**src/rtl/csa_resolve.sv**
```systemverilog
// Chunk-serial carry-propagate resolver for a carry-save (sum, carry) pair.
// Adds W bits per clock and returns the binary result through a valid/ready handshake.
module csa_resolve #(
   parameter int N = 4,
   parameter int W = 2
) (
   input  logic           clk,
   input  logic           rst_n,
   input  logic           in_valid,
   output logic           in_ready,
   input  logic [N-1:0]   in_sum,
   input  logic [N-1:0]   in_carry,
   output logic           out_valid,
   input  logic           out_ready,
   output logic [N+1:0]   result,
   output logic           busy
);

   localparam int M  = N + 2;
   localparam int K  = M / W;
   localparam int CW = (K > 1) ? $clog2(K) : 1;

   generate
      if ((M % W) != 0) begin : g_bad_chunk_width
         $error("csa_resolve: N+2 must be divisible by W");
      end
   endgenerate

   typedef enum logic [1:0] {
      S_IDLE,
      S_BUSY,
      S_DONE
   } state_t;

   state_t          r_state;
   state_t          w_state_next;
   logic [M-1:0]    r_a;
   logic [M-1:0]    r_b;
   logic [M-1:0]    r_result;
   logic [CW-1:0]   r_cnt;
   logic            r_carry;
   logic            r_in_ready;
   logic            r_out_valid;
   logic            r_busy;
   logic            w_accept;
   logic            w_last;
   logic [W:0]      w_chunk_sum;

   // Acceptance also requires the registered in_ready, so the first edge after reset never captures.
   assign w_accept    = (r_state == S_IDLE) && r_in_ready && in_valid;
   assign w_last      = (r_cnt == CW'(K - 1));
   assign w_chunk_sum = {1'b0, r_a[W-1:0]} + {1'b0, r_b[W-1:0]} + {{W{1'b0}}, r_carry};

   always_ff @(posedge clk or negedge rst_n) begin
      if (!rst_n) begin
         r_state <= S_IDLE;
      end else begin
         // NOTE: sequential state uses non-blocking assignments so every flop samples pre-edge values.
         r_state <= w_state_next;
      end
   end

   always_comb begin
      // NOTE: default assigned first so no path leaves the next state unassigned (no latch).
      w_state_next = r_state;
      case (r_state)
         S_IDLE:  if (w_accept)  w_state_next = S_BUSY;
         S_BUSY:  if (w_last)    w_state_next = S_DONE;
         S_DONE:  if (out_ready) w_state_next = S_IDLE;
         default:                w_state_next = S_IDLE;
      endcase
   end

   // Status outputs are decoded from the next state so they are registered yet track the state exactly.
   always_ff @(posedge clk or negedge rst_n) begin
      if (!rst_n) begin
         r_in_ready  <= 1'b0;
         r_busy      <= 1'b0;
         r_out_valid <= 1'b0;
      end else begin
         r_in_ready  <= (w_state_next == S_IDLE);
         r_busy      <= (w_state_next == S_BUSY);
         r_out_valid <= (w_state_next == S_DONE);
      end
   end

   always_ff @(posedge clk or negedge rst_n) begin
      if (!rst_n) begin
         r_a      <= '0;
         r_b      <= '0;
         r_result <= '0;
         r_cnt    <= '0;
         r_carry  <= 1'b0;
      end else if (w_accept) begin
         r_a     <= {2'b00, in_sum};
         r_b     <= {1'b0, in_carry, 1'b0};
         r_cnt   <= '0;
         r_carry <= 1'b0;
      end else if (r_state == S_BUSY) begin
         // Operands shift down so the adder always sees the current chunk in the low W bits.
         for (int k = 0; k < K; k++) begin
            if (r_cnt == CW'(k)) begin
               r_result[k*W +: W] <= w_chunk_sum[W-1:0];
            end
         end
         r_a     <= r_a >> W;
         r_b     <= r_b >> W;
         r_carry <= w_chunk_sum[W];
         r_cnt   <= r_cnt + CW'(1);
      end
   end

   assign in_ready  = r_in_ready;
   assign out_valid = r_out_valid;
   assign busy      = r_busy;
   assign result    = r_result;

endmodule

```
**config.mk**
```make
export PLATFORM = sky130hd
export DESIGN_NAME = csa_resolve
export DESIGN_NICKNAME = d
export VERILOG_FILES = /design/src/rtl/csa_resolve.sv
export SDC_FILE = /design/constraint.sdc
export NUM_CORES = 1
export LEC_CHECK = 0
export CORE_MARGIN = 2
export CORE_UTILIZATION = 39
export DETAILED_ROUTE_END_ITERATION = 7
export HOLD_SLACK_MARGIN = 0.06
export PLACE_DENSITY = 0.65
export SLEW_MARGIN = 30
export SYNTH_ARGS = -nofsm -noshare
export SYNTH_HDL_FRONTEND = slang
export SYNTH_SLANG_ARGS = --single-unit
```
**constraint.sdc**
```tcl
create_clock -name clk -period 1.8 [get_ports clk]
set_input_delay 0.36 -clock clk [delete_from_list [all_inputs] [get_ports clk]]
set_output_delay 0.36 -clock clk [all_outputs]
set_load 0.005 [all_outputs]
```
-- Word level (Yosys, flattened, before mapping)
Index checks and enable logic that the tools add are counted.
- add/subtract/negate cells: 3
- eq/ne operators: 6
- multiplexer cells: 12
- bitwise gates (word level): 1
- reductions and logical operators: 9
- operators with widths (operator ; number):
    $mux 6 ; 4
    $mux 2 ; 5
    $reduce_and 3->1 ; 3
    $eq 2x1->1 const B ; 3
    $eq 2x2->1 const B ; 3
    $logic_not 2->1 ; 3
    $pmux 2 s3 ; 1
    $add 2x2->3 ; 1
    $add 3x1->3 ; 1
    $add 2x1->2 const B ; 1
    $logic_and 1x1->1 ; 2
    $mux 1 ; 2
    $reduce_bool 2->1 ; 1
    $not 1->1 ; 1
- bits in registers: 26
- input port bits: 12
- output and inout port bits: 9
- word-level logic and storage cells: 42

-- Longest topological paths before layout
- depth in word-level cells: 6
- mapped depth: 6
- depth with buffers taken out: 6

-- Least setup slack after synthesis
OpenSTA, ideal clock, no wires.
- kind: register to register
- start point: reg r_a[0]
- end point: reg r_result[5], in the netlist result[5]
- setup time: 0.125 ns
- arrival: 1.503 ns
- data required time: 1.675 ns
- setup slack: 0.172 ns
- cell stages (with the launch flop): 6
- path buffers: 0
- clock period less this slack: 1.628 ns
- cells stage by stage: dfrtp_1 inv_1 fa_1 inv_1 fa_1 mux2_2
- longest elaborated chain between the ends: 2
- ends and longest elaborated chain (element ; line ; RTL):
    start: declaration ; 37 ; logic [M-1:0] r_a;
    start signal: assignment ; 95 ; r_a <= {2'b00, in_sum};
    start signal: assignment ; 106 ; r_a <= r_a >> W;
    $add 2x2->3 ; 52 ; assign w_chunk_sum = {1'b0, r_a[W-1:0]} + {1'b0, r_b[W-1:0]} + {{W{1'b0}}, r_carry};
    $add 3x1->3 ; 52 ;
    via w_chunk_sum[1] ; 47 ; logic [W:0] w_chunk_sum;
    end signal: indexed assignment ; 103 ; r_result[k*W +: W] <= w_chunk_sum[W-1:0];
    end: declaration ; 39 ; logic [M-1:0] r_result;
The timed path passes the listed nets, and every way through them passes these cells.
A chain may end at the register's enable or synchronous reset.

-- Worst setup path in the final report
Ends and elaborated chain as after synthesis.

==> impl_metrics.csv <==
group,metric,value,unit
run_status,outcome,"finished clean",
cts,ctsRootBufferMaster,"clkbuf_4",
synthesis,syn-num-nets,109,
floorplanning,dieArea,3030,um2
synthesis,synth-simple-area-share,13.2,%
detailed_routing,detail_route.wl_per_cell,12.2,um
grt,antenna_found_initial,0,
place,dpl_cell_area,1260,um2
critical_path,path_class,"reg -> reg",
detailed_routing,antenna_left,0,
cts,holdBufCountCts,0,
cts,tritoncts,"built",
synthesis,synth_mux_area_share,4.31,%
cts,post_cts_resized,0,
final_layout,final_layout_size_suffix_gt1_share,9.48,%
synthesis,synth_top_family_by_area,"simple AND/OR/NAND/NOR gates",
grt,grt_pass1_wl,2950,um
timing,setup_violations,0,
synthesis,synth-compound-area-share,12.8,%
synthesis,avgSynthCellArea,11.1,um2
detailed_routing,vias_per_cell,4.73,
critical_path,critPathLaunch,"r_a[0]",
grt,grt_usage,14.0,%
timing,final_max_slew_viol_count,0,
synthesis,synthAdderAreaFrac,7.63,%
synthesis,ys_types,24,
synthesis,synth_area_leader_cell,"dfrtp_1",
critical_path,cp_cell_sequence,"inv_1 -> fa_1 -> inv_1 -> fa_1 -> mux2_2",
final_layout,finalInstanceArea,1290,um2
detailed_routing,drtIter0Drc,6,
synthesis,synth_xor_area_share,0.861,%
cts,cts_buffer_depth,2,
final_layout,fillers,248,
place,portBuffers,20,
critical_path,max_stage_delay,440,ps
final_layout,diodes,0,
synthesis,yosysSeqAreaShare,56.6,%
timing,setup_tns,0,ps
cts,numCtsBuffers,3,
floorplanning,die_x,55.1,um
critical_path,required,2010,ps
synthesis,syn-cell-area,1020,um2
timing,worst_pin_slew,414,ps
detailed_routing,drc_errors,0,
synthesis,synth.area.top_cells,"dfrtp_1, nand2_1, o21ai_0, fa_1, ha_1",
critical_path,crit_slowest_cell,"fa_1",
cts,clk_latency,310,ps
critical_path,crit_path_end_kind,"flip-flop",
place,gp_congestion,0.659,
final_layout,area_growth,26.6,%
timing,clock_skew,7.96,ps
power_and_ir_drop,p_leak,0.592,nW
power_and_ir_drop,ir_worst_vdd,0.000759,V
timing,final.period_utilization,94.7,%
floorplanning,initial_utilization,41.1,%
floorplanning,die_h,55.1,um
cts,cts_sinks,23,
critical_path,r2r_start,"r_a[0]",
synthesis,synth_top_area_share,56.6,%
final_layout,final_util,52.0,%
timing,hold_viol_final,0,
grt,grt_start_max_net_pins,24,
cts,postCtsSetupBuffers,0,
timing,finalCriticalPeriod,1700,ps
detailed_routing,drt_first_pass_iters,4,
cts,htreeDepth,1,
critical_path,crit_path_start_kind,"flip-flop",
cts,path_clk_slew,130,ps
worst_hold_path,hp-class,"in -> async",
detailed_routing,vias,691,
critical_path,critPathArrivalTime,1920,ps
detailed_routing,wl,1780,um
critical_path,worstPathMaxFanout,3,
grt,grt_overflow,0,
power_and_ir_drop,cellPowerDensity,1580,nW/um2
final_layout,nets,134,
flow_run,drv_cap,0,
timing,rsz0062_at_grt,"false",
timing,fmax,587,MHz
place,hpwl,1380,um
floorplanning,num_io_pins,21,
grt,grt_pass1_vias,678,
floorplanning,fp.coreArea,2480,um2
synthesis,syn_inst,92,
synthesis,yosys_warnings,0,
synthesis,synth_seq_cells,23,
timing,max-slew-margin-rel,72.4,%
floorplanning,rows,18,
## synth_stat cells
cell	number
xnor2_1	1
mux2_2	3
a21o_1	2
a21oi_1	3
dfrtp_1	23
buf_2	1
fa_1	2
nor2b_1	1
clkbuf_2	1
o21ai_0	10
nand2b_1	2
mux2i_1	1
a22o_1	2
o21bai_1	2
nor3_1	1
a221o_1	1
and4bb_1	1
nor2_1	2
ha_1	3
nand3b_1	3
buf_4	2
nand2_1	18
inv_1	6
o21a_1	1
## power breakdown
group          switching (mW)  internal [mW]
clock                   0.155         0.0830
combinational           0.423          0.492
sequential              0.134          0.746
total                   0.712           1.32
## routing by layer
metal	share of wire [%]	up-vias	track usage, %
met1	45	317	18.0
met4	0.96	0	4.88
li1	-	352	-
met5	0	-	0
met2	48	20	23.2
met3	6.4	2	3.23
## layout make-up
| class | count | area [um2] | area share (%) |
|---|---|---|---|
| clock buffers | 3 | 22.5 | 1.75 |
| multi-input cells | 59 | 394 | 30.6 |
| well taps | 30 | 37.5 | 2.92 |
| flip-flops and latches | 23 | 576 | 44.7 |
| inverters | 6 | 22.5 | 1.75 |
| clock inverters | 1 | 5.00 | 0.389 |
| repair buffers | 24 | 230 | 17.9 |
## final timing paths
check / cells after the start / slack (ps) / end
max in group asynchronous: 2 / 1190 / r_b[0]
worst max-delay path: 5 / 100 / result[5]
worst min-delay path: 2 / 380 / result[4]
min in group clk: 2 / 490 / result[4]
worst max register to register: 5 / 100 / result[5]
worst min register to register: 2 / 490 / result[4]
## cells in the final DEF (no fill, tap or decap), drive strengths merged, types with 2 or more instances in the layout
cell type,instances
a21o,2
nand2b,2
nor2,2
nand3b,3
buf,4
clkbuf,3
dfrtp,23
mux2,3
ha,3
o21ai,10
clkdlybuf4s50,20
fa,2
inv,6
a22o,2
a21oi,3
o21bai,2
nand2,18
## registers in the layout, summed over array words and instances, names as in the netlist
signal,cells
result,6
r_a,4
r_cnt,2
r_carry,1
r_state,2
in_ready,1
busy,1
out_valid,1
r_b,5
## through the flow
step	hold WS (ps)	worst slack [ps]	power (mW)	instances
after floorplan	64.4	172	1.46	92
after global placement	468	128	1.80	142
after detailed placement	471	110	1.83	142
after CTS	384	91.8	2.07	146
after global routing	404	19.1	2.24	146
final	384	95.5	2.03	146
## cell families (layout without fill, tap and decap cells)
logic type,count (synthesis),count (layout)
and+or+nand+nor,28,28
DFF,23,23
AOI/OAI and AO/OA,21,21
buffers and inverters,10,34
adders and majority gates,5,5
muxes,4,4
xor gates and xnor gates,1,1
## critical path: cells and delay by family (launching register included)
kind | cells | cell delay [ps]
adder cells (fa/ha/maj) | 2 | 850
flip-flops | 1 | 350
multiplexers | 1 | 280
buffers and inverters | 2 | 140
(Power assumes the default switching activity.)
